File: src/rtl/st7735s_spi_rx.sv
// ST7735S 4-wire SPI receiver (LCD side).
// Oversamples SCK/MOSI/DC/SS on i_clk, deserializes MSB-first bytes in mode 0,
// tags each byte as command or data and tracks the parameter index after the
// most recent command.
module st7735s_spi_rx #(
  parameter int c_SYNC_STAGES = 2
) (
  input  logic       i_clk,
  input  logic       i_nrst,
  input  logic       i_spi_clk,
  input  logic       i_spi_mosi,
  input  logic       i_spi_dc,
  input  logic       i_spi_ss,
  output logic [7:0] o_data,
  output logic       o_ncommand,
  output logic       o_data_valid,
  output logic [7:0] o_cmd,
  output logic [3:0] o_param_idx,
  output logic       o_frame_err,
  output logic       o_busy
);

  typedef enum logic {
    IDLE,
    SHIFT
  } state_t;

  state_t                   state;
  logic [c_SYNC_STAGES-1:0] sck_sync;
  logic [c_SYNC_STAGES-1:0] ss_sync;
  logic [c_SYNC_STAGES-1:0] mosi_sync;
  logic [c_SYNC_STAGES-1:0] dc_sync;
  logic                     sck_d;
  logic                     ss_d;
  logic                     sck_rise_q;
  logic                     ss_rise_q;
  logic                     ss_fall_q;
  logic [7:0]               shift_reg;
  logic [2:0]               bit_cnt;
  logic [2:0]               bit_cnt_nxt;
  logic [3:0]               param_cnt;
  logic                     sck_s;
  logic                     ss_s;
  logic                     mosi_s;
  logic                     dc_s;

  assign sck_s  = sck_sync[c_SYNC_STAGES-1];
  assign ss_s   = ss_sync[c_SYNC_STAGES-1];
  assign mosi_s = mosi_sync[c_SYNC_STAGES-1];
  assign dc_s   = dc_sync[c_SYNC_STAGES-1];
  assign o_busy = ~ss_s;

  // Input synchronizers, edge-detect flops and registered edge pulses.
  // SS edges are registered alongside the SCK edge so that an SS release and
  // the 8th SCK edge arriving together at the pins are seen in the same cycle.
  always_ff @(posedge i_clk or negedge i_nrst) begin
    if (!i_nrst) begin
      sck_sync   <= '0;
      ss_sync    <= '1;
      mosi_sync  <= '0;
      dc_sync    <= '0;
      sck_d      <= 1'b0;
      ss_d       <= 1'b1;
      sck_rise_q <= 1'b0;
      ss_rise_q  <= 1'b0;
      ss_fall_q  <= 1'b0;
    end else begin
      sck_sync   <= {sck_sync[c_SYNC_STAGES-2:0], i_spi_clk};
      ss_sync    <= {ss_sync[c_SYNC_STAGES-2:0], i_spi_ss};
      mosi_sync  <= {mosi_sync[c_SYNC_STAGES-2:0], i_spi_mosi};
      dc_sync    <= {dc_sync[c_SYNC_STAGES-2:0], i_spi_dc};
      sck_d      <= sck_s;
      ss_d       <= ss_s;
      sck_rise_q <= sck_s & ~sck_d;
      ss_rise_q  <= ss_s & ~ss_d;
      ss_fall_q  <= ~ss_s & ss_d;
    end
  end

  // Bit count after the current cycle's SCK edge (wraps to 0 on byte completion).
  always_comb begin
    bit_cnt_nxt = bit_cnt;
    if (sck_rise_q) begin
      bit_cnt_nxt = bit_cnt + 3'd1;
    end
  end

  // Receive FSM: deserialize bytes while SS is low, publish results as pulses.
  always_ff @(posedge i_clk or negedge i_nrst) begin
    if (!i_nrst) begin
      state        <= IDLE;
      shift_reg    <= '0;
      bit_cnt      <= '0;
      param_cnt    <= '0;
      o_data       <= '0;
      o_ncommand   <= 1'b0;
      o_data_valid <= 1'b0;
      o_cmd        <= '0;
      o_param_idx  <= '0;
      o_frame_err  <= 1'b0;
    end else begin
      o_data_valid <= 1'b0;
      o_frame_err  <= 1'b0;
      case (state)
        IDLE: begin
          if (ss_fall_q) begin
            state     <= SHIFT;
            bit_cnt   <= '0;
            shift_reg <= '0;
          end
        end
        SHIFT: begin
          if (sck_rise_q) begin
            shift_reg <= {shift_reg[6:0], mosi_s};
            bit_cnt   <= bit_cnt_nxt;
            if (bit_cnt == 3'd7) begin
              o_data       <= {shift_reg[6:0], mosi_s};
              o_ncommand   <= dc_s;
              o_data_valid <= 1'b1;
              if (!dc_s) begin
                o_cmd       <= {shift_reg[6:0], mosi_s};
                param_cnt   <= '0;
                o_param_idx <= '0;
              end else begin
                o_param_idx <= param_cnt;
                if (param_cnt != 4'd15) begin
                  param_cnt <= param_cnt + 4'd1;
                end
              end
            end
          end
          if (ss_rise_q) begin
            state <= IDLE;
            if (bit_cnt_nxt != 3'd0) begin
              o_frame_err <= 1'b1;
            end
          end
        end
        default: state <= IDLE;
      endcase
    end
  end

endmodule
File: config.mk
export PLATFORM = sky130hd
export DESIGN_NAME = st7735s_spi_rx
export DESIGN_NICKNAME = d
export VERILOG_FILES = /design/src/rtl/st7735s_spi_rx.sv
export SDC_FILE = /design/constraint.sdc
export NUM_CORES = 1
export LEC_CHECK = 0
export CORE_MARGIN = 2
export CORE_UTILIZATION = 49
export DETAILED_ROUTE_END_ITERATION = 10
export PLACE_DENSITY = 0.73
export SLEW_MARGIN = 10
export SYNTH_ARGS = -nofsm -noshare
export SYNTH_HDL_FRONTEND = slang
export SYNTH_SLANG_ARGS = --single-unit
File: constraint.sdc
create_clock -name i_clk -period 4 [get_ports i_clk]
set_input_delay 0.6 -clock i_clk [delete_from_list [all_inputs] [get_ports i_clk]]
set_output_delay 0.6 -clock i_clk [all_outputs]
set_load 0.03 [all_outputs]
**Word-level counts from Yosys, hierarchy flattened**

Index checks and enable logic that the tools add are counted.

- Bits of input ports: 6
- Flip-flop bits (word level): 51
- Output and inout port bits: 24

- Equal/unequal tests: 5
- Add/subtract/negate cells: 2
- Multiplexer cells: 19
- Bitwise operators: 8
- Reductions and logical operators: 5

Operators by type and width:

| kind | count |
|---|---|
| $mux 7 | 2 |
| $pmux 7 s2 | 1 |
| $mux 4 | 3 |
| $mux 3 | 3 |
| $mux 1 | 8 |
| $reduce_and 4->1 | 2 |
| $pmux 3 s2 | 1 |
| $not 1->1 | 5 |
| $add 4x1->4 const B | 1 |
| $ne 2x1->1 const B | 2 |
| $ne 4x4->1 const B | 1 |
| $add 3x1->3 const B | 1 |
| $and 1x1->1 | 3 |
| $eq 3x3->1 const B | 1 |
| $reduce_and 3->1 | 1 |
| $reduce_bool 3->1 | 1 |
| $ne 2x2->1 const B | 1 |
| $pmux 1 s2 | 1 |
| $reduce_and 2->1 | 1 |

**Logic depth before layout (Yosys ltp)**

- Depth in word-level cells: 6
- Mapped depth: 7

**Least setup slack after synthesis**

No wires, ideal clock.

- Path type: register to register
- Start point: register bit_cnt[0]
- End point: register o_cmd[0]
- Cell stages (with the launch flop): 7
- Slack: 2.429 ns
- Path buffers: 0
- Arrival time: 1.446 ns
- Cell sequence: dfrtp_1 ha_1 ha_1 nand3_4 clkinv_4 nand2_8 mux2_4

- Word-level cells in the longest chain between the ends: 2

RTL lines:

| element | RTL line | text |
|---|---|---|
| start, declared | 39 | `logic [2:0] bit_cnt;` |
| start signal, assigned | 115 | `bit_cnt <= bit_cnt_nxt;` |
| $eq 3x3->1 | 116 | `if (bit_cnt == 3'd7) begin` |
| $reduce_and 4->1 (no source line) | - |  |
| end signal, assigned | 121 | `o_cmd <= {shift_reg[6:0], mosi_s};` |
| end, declared | 17 | `output logic [7:0] o_cmd,` |

Every way passes these cells.
A chain may end at the register's enable or synchronous reset.

**Worst setup path in the final report**

- Start point: register ss_sync[1]
- End point: output o_busy

- Word-level cells in the longest chain between the ends: 1

RTL lines:

| element | RTL line | text |
|---|---|---|
| start, declared | 30 | `logic [c_SYNC_STAGES-1:0] ss_sync;` |
| start signal, assigned | 69 | `ss_sync <= {ss_sync[c_SYNC_STAGES-2:0], i_spi_ss};` |
| $not 1->1 | 51 | `assign o_busy = ~ss_s;` |
| end, declared | 20 | `output logic o_busy` |

Every way passes these cells.

==> summary.txt <==
Power
  • Peak supply drop: 0.242 mV
  • Seq pwr share: 52.5%
  • Sw Pwr: 0.291 mW
  • Combinational power share: 12.3%
  • Int Pwr: 0.884 mW
  • Net Sw Frac: 24.7%
  • Leakage: 1.20 nW
  • Clock Power Share: 35.1%
  • Total power: 1.17 mW
  • Pwr dens: 470 mW/mm2

Clock network
  • Max Buffers Root-to-Sink: 2
  • Setup bufs post-CTS: 0
  • Clock net sink count: 51
  • CTS tree: built
  • Hold buffers post-CTS: 0
  • Clock Latency Late Sink: 300 ps
  • Clock-pin slew on the worst setup and hold paths: 90 ps
  • Clock root cell: clkbuf_8
  • CTS buffer count: 5
  • Post-CTS sizing: 0
  • H-Tree Depth: 2

Floorplanning
  • Initial Util: 51.1%
  • Core area: 0.00403 mm2
  • Die ar.: 0.00473 mm2
  • Top Ports: 30
  • # rows: 23
  • Die Height: 68.8 um
  • Die width: 68.8 um

Synthesis
  • Syn_nets: 177
  • Post-Syn Instances: 168
  • Post-synth ARST share: 100%
  • Yosys reg bits: 51
  • Post-synth EDFFs: 0
  • Synthesized cell area: 0.00206 mm2
  • Yosys warns: 0
  • Top_reg_cell synth: dfrtp_1
  • Synth cell types: 33
  • Syn Area/Cell: 12.3 um2
  • Seq/Total Area, Yosys: 62.2%

Worst setup path
  • Crit-path max FO: 3
  • CP Data Required Time: 3400 ps
  • Worst Setup End Kind: output pin
  • Arr. time, crit path: 1500 ps
  • CP startpoint kind: register
  • CP Class: register to output pin

Timing
  • Slew of the pin with the lowest slew margin: 615 ps
  • Max Clock Freq: 477 MHz
  • Slew Limit Headroom: 59.0%
  • PnR worst setup slack: 1900 ps
  • RSZ-0062 raised after global routing: no
  • Final Max Slew Viols: 0
  • Final Critical Period: 2100 ps
  • Endpoints failing hold: 0
  • Final Hold Slack: 316 ps
  • Clock Skew: 6.13 ps
  • Setup violators final: 0
  • Period utilization: 52.4%
  • Setup TNS: 0 ps

Routing
  • DRC viols: 0
  • DRT Pass-1 Iters: 5
  • Post-route ant nets: 0
  • Total number of vias: 1,315
  • First-iteration detailed-routing DRC count: 93
  • DR vias/cell: 5.30
  • Total Routed Length: 3670 um
  • Routed wire length per instance: 14.8 um

Global routing
  • Vias in the first global route: 1,315
  • Largest net degree at the start of global routing: 52
  • Grt ovf: 0
  • All-Layer GR Usage: 18.4%
  • Initial antenna violation count: 0
  • First-pass GRT wire length: 6190 um

Place
  • Placed cells: 240
  • Placed cell areas: 0.00236 mm2
  • Post-Place Setup Slack: 2120 ps
  • IO Port Bufs: 29
  • HPWL Detailed: 2420 um
  • GPL Wtd Cong: 0.783

Layout
  • Layout Nets: 206
  • Synthesis-to-layout area growth: 21.5%
  • Antenna Cells: 0
  • Layout Utilization: 62.0%
  • Final cell count without fillers: 248
  • Fin area: 0.00250 mm2
  • Share of cells above drive strength 1: 15.7%

Run
  • Max-cap check violation count: 0

Min path
  • Hold Crit Class: input pin to asynchronous set/reset pin

Status
  • Outcome: complete, no violations
-- cell type report --
class,instances,area [um2]
Tap cell,50,62.6
Multi-Input combinational cell,107,717
Sequential cell,51,1280
Inverter,3,16.3
Timing Repair Buffer,29,288
Clock inverter,3,67.6
Clock buffer,5,68.8
Fill cell,306,1530
-- Yosys cell counts (all sizes together) (2+ instances only) --
master | n | share of area [%]
buf | 5 | 1.8
dfrtp | 48 | 58
nor2b | 3 | 0.91
inv | 2 | 0.36
a22o | 5 | 2.1
nand3 | 9 | 2.8
clkbuf | 2 | 0.43
a21oi | 3 | 0.73
o21ai | 7 | 1.7
ha | 3 | 1.8
nor2 | 3 | 0.55
mux2 | 16 | 10
nand2b | 5 | 1.5
nand2 | 43 | 8.6
dfstp | 3 | 3.8
-- worst paths after layout --
path                                        to  depth (start not counted)         from  slack (ps)
worst max-delay path                    o_busy                          2   ss_sync[1]        1900
worst min-delay path            o_param_idx[3]                          1       i_nrst         320
worst max register to register        o_cmd[0]                          6   bit_cnt[0]        2100
worst min register to register     sck_sync[1]                          0  sck_sync[0]         360
max in group asynchronous           bit_cnt[2]                          1       i_nrst        3280
min in group i_clk                 sck_sync[1]                          0  sck_sync[0]         360
-- per-layer routing --
layer  vias to the layer above  GRT usage (%)  share of wire (%)
met4                         0           9.07                1.9
li1                        623              -                  -
met2                        44           28.4                 48
met1                       640           23.7                 45
met5                         -              0                  0
met3                         8           5.52                5.3
-- logic make-up after synthesis --
kind of cell | count (synthesis) | synth area share (%)
AND/OR/NAND/NOR | 67 | 15.7
flip-flops | 51 | 62.2
AO/OA/AOI/OAI | 20 | 6.63
multiplexers | 16 | 10.2
buffers and inverters | 10 | 2.98
adder cells (fa/ha/maj) | 3 | 1.82
XOR/XNOR | 1 | 0.426
-- placed cells by master, fill, tap and decap left out, drive strengths merged, types with 2 or more instances in the layout --
master,count
clkbuf,5
mux2,16
dfstp,3
nand2b,5
a22o,5
bufinv,2
dfrtp,48
nand3,9
nand2,43
nor2b,3
o21ai,7
nor2,3
clkdlybuf4s50,28
a21oi,3
inv,2
ha,3
-- power groups by stage --
stage	Clock [mW]	Sequential, mW	Combinational (mW)
5_1_grt	0.451	0.627	0.160
3_3_place_gp	0	0.623	0.137
3_5_place_dp	0	0.626	0.144
4_1_cts	0.424	0.616	0.146
2_1_floorplan	0	0.615	0.101
6_report	0.413	0.617	0.145
-- critical path, cell delays in order, from the launching register on --
cell,delay [ps]
dfstp_2,550
inv_1,50
clkdlybuf4s50_1,590
(Power assumes the default switching activity.)
